==> config.mk <==
export PLATFORM = sky130hd
export DESIGN_NAME = uart_tx_sched
export DESIGN_NICKNAME = d
export VERILOG_FILES = /design/src/rtl/uart_tx_sched.sv
export SDC_FILE = /design/constraint.sdc
export NUM_CORES = 1
export LEC_CHECK = 0
export ABC_AREA = 1
export CAP_MARGIN = 20
export CORE_MARGIN = 3
export CORE_UTILIZATION = 46
export CTS_BUF_LIST = sky130_fd_sc_hd__clkbuf_2
export CTS_CLUSTER_DIAMETER = 200
export DETAILED_ROUTE_END_ITERATION = 8
export PLACE_DENSITY = 0.91
export SYNTH_ARGS = -nofsm -noshare
export SYNTH_HDL_FRONTEND = slang
export SYNTH_SLANG_ARGS = --single-unit
==> constraint.sdc <==
create_clock -name baud_clk_i -period 1.9 [get_ports baud_clk_i]
set_input_delay 0.475 -clock baud_clk_i [delete_from_list [all_inputs] [get_ports baud_clk_i]]
set_output_delay 0.475 -clock baud_clk_i [all_outputs]
set_load 0.02 [all_outputs]
==> src/rtl/uart_tx_sched.sv <==
// uart_tx_sched: two-requester round-robin byte scheduler in front of a UART
// parallel-in/serial-out serializer.
//
// Parameters:
//   TIMEOUT_CYCLES   baud_clk cycles allowed from piso_send rising to
//                    piso_done before the frame is aborted.
// Build option:
//   TX_TIMEOUT_EN    define to enable the abort timer; when undefined
//                    there is no timer, tx_err_o is tied 0 and the
//                    scheduler waits for the serializer indefinitely.
// Ports:
//   baud_clk_i, reset_n_i          clock (rising edge), async active-low reset
//   cfg_parity_type_i[1:0]         00/11 none, 01 odd, 10 even
//   reqN_valid_i, reqN_data_i[7:0] requester N byte offer (N = 0,1)
//   reqN_ready_o                   byte accepted on valid && ready
//   piso_send_o                    start request to the serializer
//   piso_data_o[7:0]               byte to serialize
//   piso_parity_bit_o              parity bit to serialize
//   piso_parity_type_o[1:0]        parity mode latched with the byte
//   piso_active_i, piso_done_i     serializer frame in progress / complete
//   tx_done_o, tx_err_o            one-cycle completion / abort pulses
//   tx_id_o                        requester of the last completed/aborted frame
//   busy_o                         high whenever not IDLE
//
// state    | meaning
// ---------+-------------------------------------------------------
// IDLE     | waiting for a requester while the serializer is quiet
// LOAD     | byte, parity and id latched; serializer inputs settle
// WAIT_ACT | piso_send high until the serializer reports active
// BUSY     | frame on the wire, waiting for piso_done
// DONE     | tx_done pulse, pointer moves to the other requester

module uart_tx_sched #(
  parameter int TIMEOUT_CYCLES = 16
) (
  input  logic       baud_clk_i,
  input  logic       reset_n_i,
  input  logic [1:0] cfg_parity_type_i,
  input  logic       req0_valid_i,
  input  logic [7:0] req0_data_i,
  output logic       req0_ready_o,
  input  logic       req1_valid_i,
  input  logic [7:0] req1_data_i,
  output logic       req1_ready_o,
  output logic       piso_send_o,
  output logic [7:0] piso_data_o,
  output logic       piso_parity_bit_o,
  output logic [1:0] piso_parity_type_o,
  input  logic       piso_active_i,
  input  logic       piso_done_i,
  output logic       tx_done_o,
  output logic       tx_id_o,
  output logic       tx_err_o,
  output logic       busy_o
);

  typedef enum logic [2:0] {
    S_IDLE     = 3'd0,
    S_LOAD     = 3'd1,
    S_WAIT_ACT = 3'd2,
    S_BUSY     = 3'd3,
    S_DONE     = 3'd4
  } state_e;

  state_e     state_q, state_d;
  logic       ptr_q;
  logic       id_q;
  logic [7:0] data_q;
  logic       par_q;
  logic [1:0] type_q;

  logic       gnt_id;
  logic       hs;
  logic       abort;
  logic [7:0] sel_data;

  function automatic logic calc_parity(input logic [7:0] d, input logic [1:0] t);
    case (t)
      2'b01:   return ~^d;
      2'b10:   return ^d;
      default: return 1'b1;
    endcase
  endfunction

  // On contention the pointer decides; a lone valid wins regardless.
  always_comb begin
    if (req0_valid_i && req1_valid_i) gnt_id = ptr_q;
    else                              gnt_id = req1_valid_i;
  end

  // Ready is gated by reset so nothing is offered while reset is held.
  assign hs = reset_n_i && (state_q == S_IDLE) && !piso_active_i && !piso_done_i &&
              (req0_valid_i || req1_valid_i);
  assign req0_ready_o = hs && !gnt_id;
  assign req1_ready_o = hs && gnt_id;
  assign sel_data     = gnt_id ? req1_data_i : req0_data_i;

`ifdef TX_TIMEOUT_EN
  localparam int CW = $clog2(TIMEOUT_CYCLES + 1);
  logic [CW-1:0] cnt_q;
  logic          err_q;

  // Loaded so that reaching zero marks the TIMEOUT_CYCLES-th cycle of piso_send/BUSY.
  always_ff @(posedge baud_clk_i or negedge reset_n_i) begin
    if (!reset_n_i) begin
      cnt_q <= '0;
      err_q <= 1'b0;
    end else begin
      err_q <= abort;
      if (state_q == S_LOAD)
        cnt_q <= CW'(TIMEOUT_CYCLES - 1);
      else if ((state_q == S_WAIT_ACT || state_q == S_BUSY) && cnt_q != '0)
        cnt_q <= cnt_q - 1'b1;
    end
  end

  // piso_done on the last allowed cycle still completes the frame.
  assign abort    = (cnt_q == '0) &&
                    ((state_q == S_WAIT_ACT) || (state_q == S_BUSY && !piso_done_i));
  assign tx_err_o = err_q;
`else
  assign abort    = 1'b0;
  assign tx_err_o = 1'b0;
`endif

  always_ff @(posedge baud_clk_i or negedge reset_n_i) begin
    if (!reset_n_i) begin
      state_q <= S_IDLE;
      ptr_q   <= 1'b0;
      id_q    <= 1'b0;
      data_q  <= 8'h00;
      par_q   <= 1'b1;
      type_q  <= 2'b00;
    end else begin
      state_q <= state_d;
      if (hs) begin
        data_q <= sel_data;
        par_q  <= calc_parity(sel_data, cfg_parity_type_i);
        type_q <= cfg_parity_type_i;
        id_q   <= gnt_id;
      end
      if (state_q == S_DONE || abort)
        ptr_q <= ~id_q;
    end
  end

  always_comb begin
    state_d = state_q;
    case (state_q)
      S_IDLE:     if (hs) state_d = S_LOAD;
      S_LOAD:     state_d = S_WAIT_ACT;
      S_WAIT_ACT: begin
        if (abort)              state_d = S_IDLE;
        else if (piso_active_i) state_d = S_BUSY;
      end
      S_BUSY: begin
        if (piso_done_i) state_d = S_DONE;
        else if (abort)  state_d = S_IDLE;
      end
      S_DONE:     state_d = S_IDLE;
      default:    state_d = S_IDLE;
    endcase
  end

  always_comb begin
    piso_send_o        = (state_q == S_WAIT_ACT);
    tx_done_o          = (state_q == S_DONE);
    busy_o             = (state_q != S_IDLE);
    tx_id_o            = id_q;
    piso_data_o        = data_q;
    piso_parity_bit_o  = par_q;
    piso_parity_type_o = type_q;
  end

endmodule

======== Word-level counts from Yosys, hierarchy flattened ========
Cells that the tools add are included.
storage, ports and cells
  word-level logic and storage cells ...... 39
  input port bits ......................... 24
  register bits ........................... 16
  output and inout bits ................... 18
cells by class
  bitwise gates (word level) .............. 1
  mux-type cells .......................... 7
  equality and inequality tests ........... 9
  reduce and logical (&&, ||, !) cells .... 16
operator list
  operator                                       number
  case mux 3 bit (4 select lines)                1
  two-way mux 3 bit                              3
  two-way mux 8 bit                              1
  XNOR reduction 8 bit                           1
  XOR reduction 8 bit                            1
  logical AND 1 bit                              7
  == test 3 x 2 -> 1 bit, second input constant  2
  != test 2 bit, second input constant           2
  == test 3 x 1 -> 1 bit, second input constant  1
  == test 3 bit, second input constant           1
  logical NOT 1 bit                              3
  logical NOT 3 bit                              1
  AND reduction 3 bit                            1
  nonzero test 3 bit                             1
  == test 2 x 1 -> 1 bit, second input constant  1
  == test 2 bit, second input constant           1
  != test 2 x 1 -> 1 bit, second input constant  1
  case mux 1 bit (2 select lines)                1
  logical OR 1 bit                               1
  two-way mux 1 bit                              1
  inverter 1 bit                                 1

======== Longest topological paths before layout ========
  depth after elaboration ................. 7
  mapped depth ............................ 16
  mapped depth without buffers ............ 15

======== Worst setup path before layout ========
Ideal clock, no wire load.
  path type ............................... input to output
  start point ............................. input req1_valid_i
  end point ............................... output req1_ready_o
  setup slack ............................. -140 ps
  path buffers ............................ 3
  required time ........................... 1425 ps
  data arrival time ....................... 1565 ps
  stages .................................. 7
  path through ............................ buf_4 -> buf_6 -> o211ai_1 -> nor2_1 -> inv_1 -> buf_2 -> nor2_1
between the ends
  cells in the longest elaborated chain, start to end .. 3
ends and longest elaborated chain
  what                                                           RTL line  source
  start, declared                                                42        input logic req1_valid_i,
  logical AND 1 bit / logical OR 1 bit (equally long branches)   87, 93
  two-way mux 1 bit / logical AND 1 bit (equally long branches)  87, 92
  logical AND 1 bit *                                            95        assign req1_ready_o = hs && gnt_id;
  end, declared                                                  44        output logic req1_ready_o,
Every way passes the cells marked *; elsewhere a longest branch is shown, timed or not.

======== Worst setup path in the final report ========
  start point ............................. input piso_done_i
  end point ............................... output req0_ready_o
between the ends
  cells in the longest elaborated chain, start to end .. 4
ends and longest elaborated chain
  what                             RTL line  source
  start, declared                  50        input logic piso_done_i,
  logical NOT 1 bit                92        assign hs = reset_n_i && (state_q == S_IDLE) && !piso_active_i && !piso_done_i &&
  logical AND 1 bit (2 in series)  92
  logical AND 1 bit                94        assign req0_ready_o = hs && !gnt_id;
  end, declared                    41        output logic req0_ready_o,
Every way passes these cells.

==> results.md <==
- Post-Route Utilization: between 70 and 80%
- Critical Path Start Type: input port
- First-pass GRT wire length: approximately 5000 µm
- Setup violators final: 2
- Worst Path Max Fanout: 4
- Combinational power share: around 63%
- Maximum clock path buffer count: 2
- Synthesized cell area: between 1000 and 1500 µm²
- Syn. warnings: 0
- Int Power: between 1 and 1.5 mW
- Critical path type: input port to output port
- Post-Place Setup Slack: -0.714 ns
- Outcome: finished with violations
- Root buf cell: clkbuf_2
- Clock slew at reported path FFs: about 0.15 ns
- Final Critical Period: between 2 and 2.5 ns
- Area share of fa/ha/maj cells after synthesis: roughly 2.1%
- Initial antenna violation count: 0
- Crit path DAT: 1.54 ns
- Hold crit path type: input port to async pin
- Setup TNS: -0.214 ns
- DRC violations left: 0
- Final hold viol count: 0
- Max-cap viol count: 0
- Pleak: 0.959 nW
- Largest family of logic cells by synthesized area: simple AND/OR/NAND/NOR gates
- Setup crit end kind: output port
- Sw Ratio: between 40% and 50%
- IO buf count: 40
- Hold WS: roughly 0.24 ns
- Clk pwr share: about 8%
- Cts hold-fix bufs: 0
- Syn Nets: just over 200
- F_max: 0.496 GHz
- Violated checks: negative setup slack
- Clock net sink count: 16
- Number of vias per cell: between 4 and 5
- Diode count: 0
- Final net count: ~270
- Final Skew: ~0.0035 ns
- Top Family by Delay on Critical Path: buffers and inverters
- H-tree depth: 1
- Final WL: around 3000 µm
- Core ar.: 2320 µm²
- Final antenna-violating net count: 0
- I/O pin count: between 40 and 50
- Syn Area/Cell: between 6 and 7 µm²
- Worst path max stage delay: around 0.40 ns
- Synth-to-Final Area Change: 50.2%
- Routed len/inst: roughly 11 µm
- Share of post-route cells with drive strength above 1: between 20% and 30%
- Die height: around 57 µm
- Die X: about 57 µm
- CTS buffer count: 3
- Setup slack after layout: -0.115 ns
- Count of final max-slew check failures: 0
- Power Density: ~1200 nW/µm²
- Seq/Total Area, Yosys: 33.9%
- Synth Area in XOR/XNOR: 0%
- DR vias: about 1,300
- Final worst-path cycle share: 106%
- CTS tree: done
- Area of the multi-input gates: around 640 µm²
- Detailed Place HPWL: roughly 2300 µm
- Required time of the critical path: between 1 and 1.5 ns
- DRT iter0 DRCs: 21
- Critical-path cell with the highest stage delay: clkdlybuf4s50_1
- Switching power: around 920 µW
- Post-Synth Simple-Gate Area: 40.5%
- Synth Area in Compound Gates: approximately 8.9%
- Clock Latency Late Sink: about 0.31 ns
- Register Area: around 400 µm²
- Sequential Power Share: between 20% and 30%
- Vias in the first global route: 1,169
- Final Power: ~2.1 mW
- RSZ-0062 raised after global routing: true
- Die area: about 3200 µm²
- Yosys cell types: 25
- Post-synthesis mux area share: 0%
- Cell count after synthesis: ~180
- Largest net degree at the start of global routing: 17
- Buf/Inv on CP: 4
- Peak supply drop: roughly 0.00071 V
- Gpl congestion: around 0.84
- GRT Residual Overflow: 0
- Total track usage: 19.9%
- Filler cell count: ~180
- Synthesis-stage register bit count: 16
- Critical Path, Cell by Cell: clkdlybuf4s50_1 > inv_1 > o211ai_1 > nor2_2 > inv_2 > nor2_4 > buf_6
- Pre-Repair DR Iteration Count: 4
- # rows: 17
- Initial Util: between 50% and 60%
==> synthesized netlist by cell type <==
| cell type | n | share of area, % |
|---|---|---|
| conb_1 | 1 | 0.32 |
| nand2_8 | 1 | 1.7 |
| buf_4 | 2 | 1.3 |
| o21ai_2 | 1 | 0.74 |
| buf_6 | 2 | 1.9 |
| a21oi_1 | 3 | 1.3 |
| o21ai_1 | 1 | 0.42 |
| inv_2 | 3 | 0.95 |
| nand2_1 | 68 | 22 |
| o21ai_0 | 12 | 5.1 |
| nand3b_1 | 6 | 3.8 |
| ha_1 | 2 | 2.1 |
| or2_2 | 1 | 0.53 |
| inv_1 | 24 | 7.6 |
| o211ai_1 | 1 | 0.63 |
| nand2_2 | 6 | 3.2 |
| dfrtp_1 | 15 | 32 |
| nand2_4 | 1 | 0.95 |
| dfstp_2 | 1 | 2.2 |
| nand4_1 | 1 | 0.53 |
| buf_2 | 2 | 0.85 |
| nand3_1 | 9 | 3.8 |
| a21oi_2 | 1 | 0.74 |
| nor2_1 | 14 | 4.4 |
| buf_12 | 1 | 1.7 |
==> cell families (layout without fill, tap and decap cells) <==
| logic type | count (synthesis) | count (layout) |
|---|---|---|
| AO/OA/AOI/OAI | 19 | 19 |
| adder cells (fa/ha/maj) | 2 | 2 |
| buffers and inverters | 34 | 94 |
| flip-flops | 16 | 16 |
| other | 1 | 1 |
| AND/OR/NAND/NOR | 107 | 107 |
==> layout by cell type, fill, tap and decap left out, types with 4 or more instances in the layout <==
master / instances
nor2_1: 9
inv_1: 23
nand3b_1: 6
inv_2: 4
dlygate4sd2_1: 4
nand3_1: 9
clkbuf_2: 4
clkdlybuf4s50_1: 31
nand2_1: 67
dfrtp_1: 15
buf_4: 22
nand2_2: 7
buf_6: 5
o21ai_0: 12
==> what timing repair did <==
| action | in CTS | in global routing |
|---|---|---|
| gates resized for setup | 32 | 6 |
| pin swaps | 6 | 1 |
| setup buffers | 3 | 1 |
| endpoints found under the setup margin | 7 | 6 |
==> registers in the layout (all words and copies together) (netlist names) <==
register,cells
piso_data_o,8
state_q,3
piso_parity_type_o,2
piso_parity_bit_o,1
ptr_q,1
tx_id_o,1
==> power groups by stage <==
stage	registers (mW)	clock network [mW]	logic (mW)
2_1_floorplan	0.751	0	0.539
3_3_place_gp	0.599	0	1.23
3_5_place_dp	0.604	0	1.27
4_1_cts	0.597	0.168	1.27
5_1_grt	0.623	0.180	1.45
6_report	0.601	0.167	1.33
==> routing by layer <==
layer | global-route usage, % | part of all wire, % | up-vias
met5 | 0 | 0 | -
met4 | 8.14 | 1.7 | 0
met3 | 2.07 | 5.2 | 5
met2 | 34.2 | 49 | 41
met1 | 25.1 | 44 | 588
li1 | - | - | 661
==> worst paths after layout <==
check	startpoint	to	slack, ns	cells after the start
max in group asynchronous	reset_n_i	piso_parity_bit_o$_DFFE_PN1P_	1.41	2
min reg2reg	piso_data_o[6]$_DFFE_PN0P_	piso_data_o[6]$_DFFE_PN0P_	0.51	2
min in group baud_clk_i	piso_data_o[6]$_DFFE_PN0P_	piso_data_o[6]$_DFFE_PN0P_	0.51	2
max reg2reg	ptr_q$_DFFE_PN0P_	piso_parity_bit_o$_DFFE_PN1P_	0.12	16
min	reset_n_i	ptr_q$_DFFE_PN0P_	0.24	2
max	piso_done_i	req0_ready_o	-0.12	7
==> stage by stage <==
| step | cells | instance area, µm² |
|---|---|---|
| 2_1_floorplan | 179 | 1190 |
| 3_3_place_gp | 259 | 1700 |
| 3_5_place_dp | 259 | 1700 |
| 4_1_cts | 266 | 1760 |
| 5_1_grt | 267 | 1780 |
| 6_report | 267 | 1780 |
==> layout make-up <==
class / instances / share of cell area, %
Clock buffer: 4 / 1.13
Tap cell: 28 / 1.97
Timing Repair Buffer: 63 / 32.4
Multi-Input combinational cell: 129 / 36.2
Inverter: 27 / 5.70
Sequential cell: 16 / 22.6
Power figures use the tool's default switching activity.
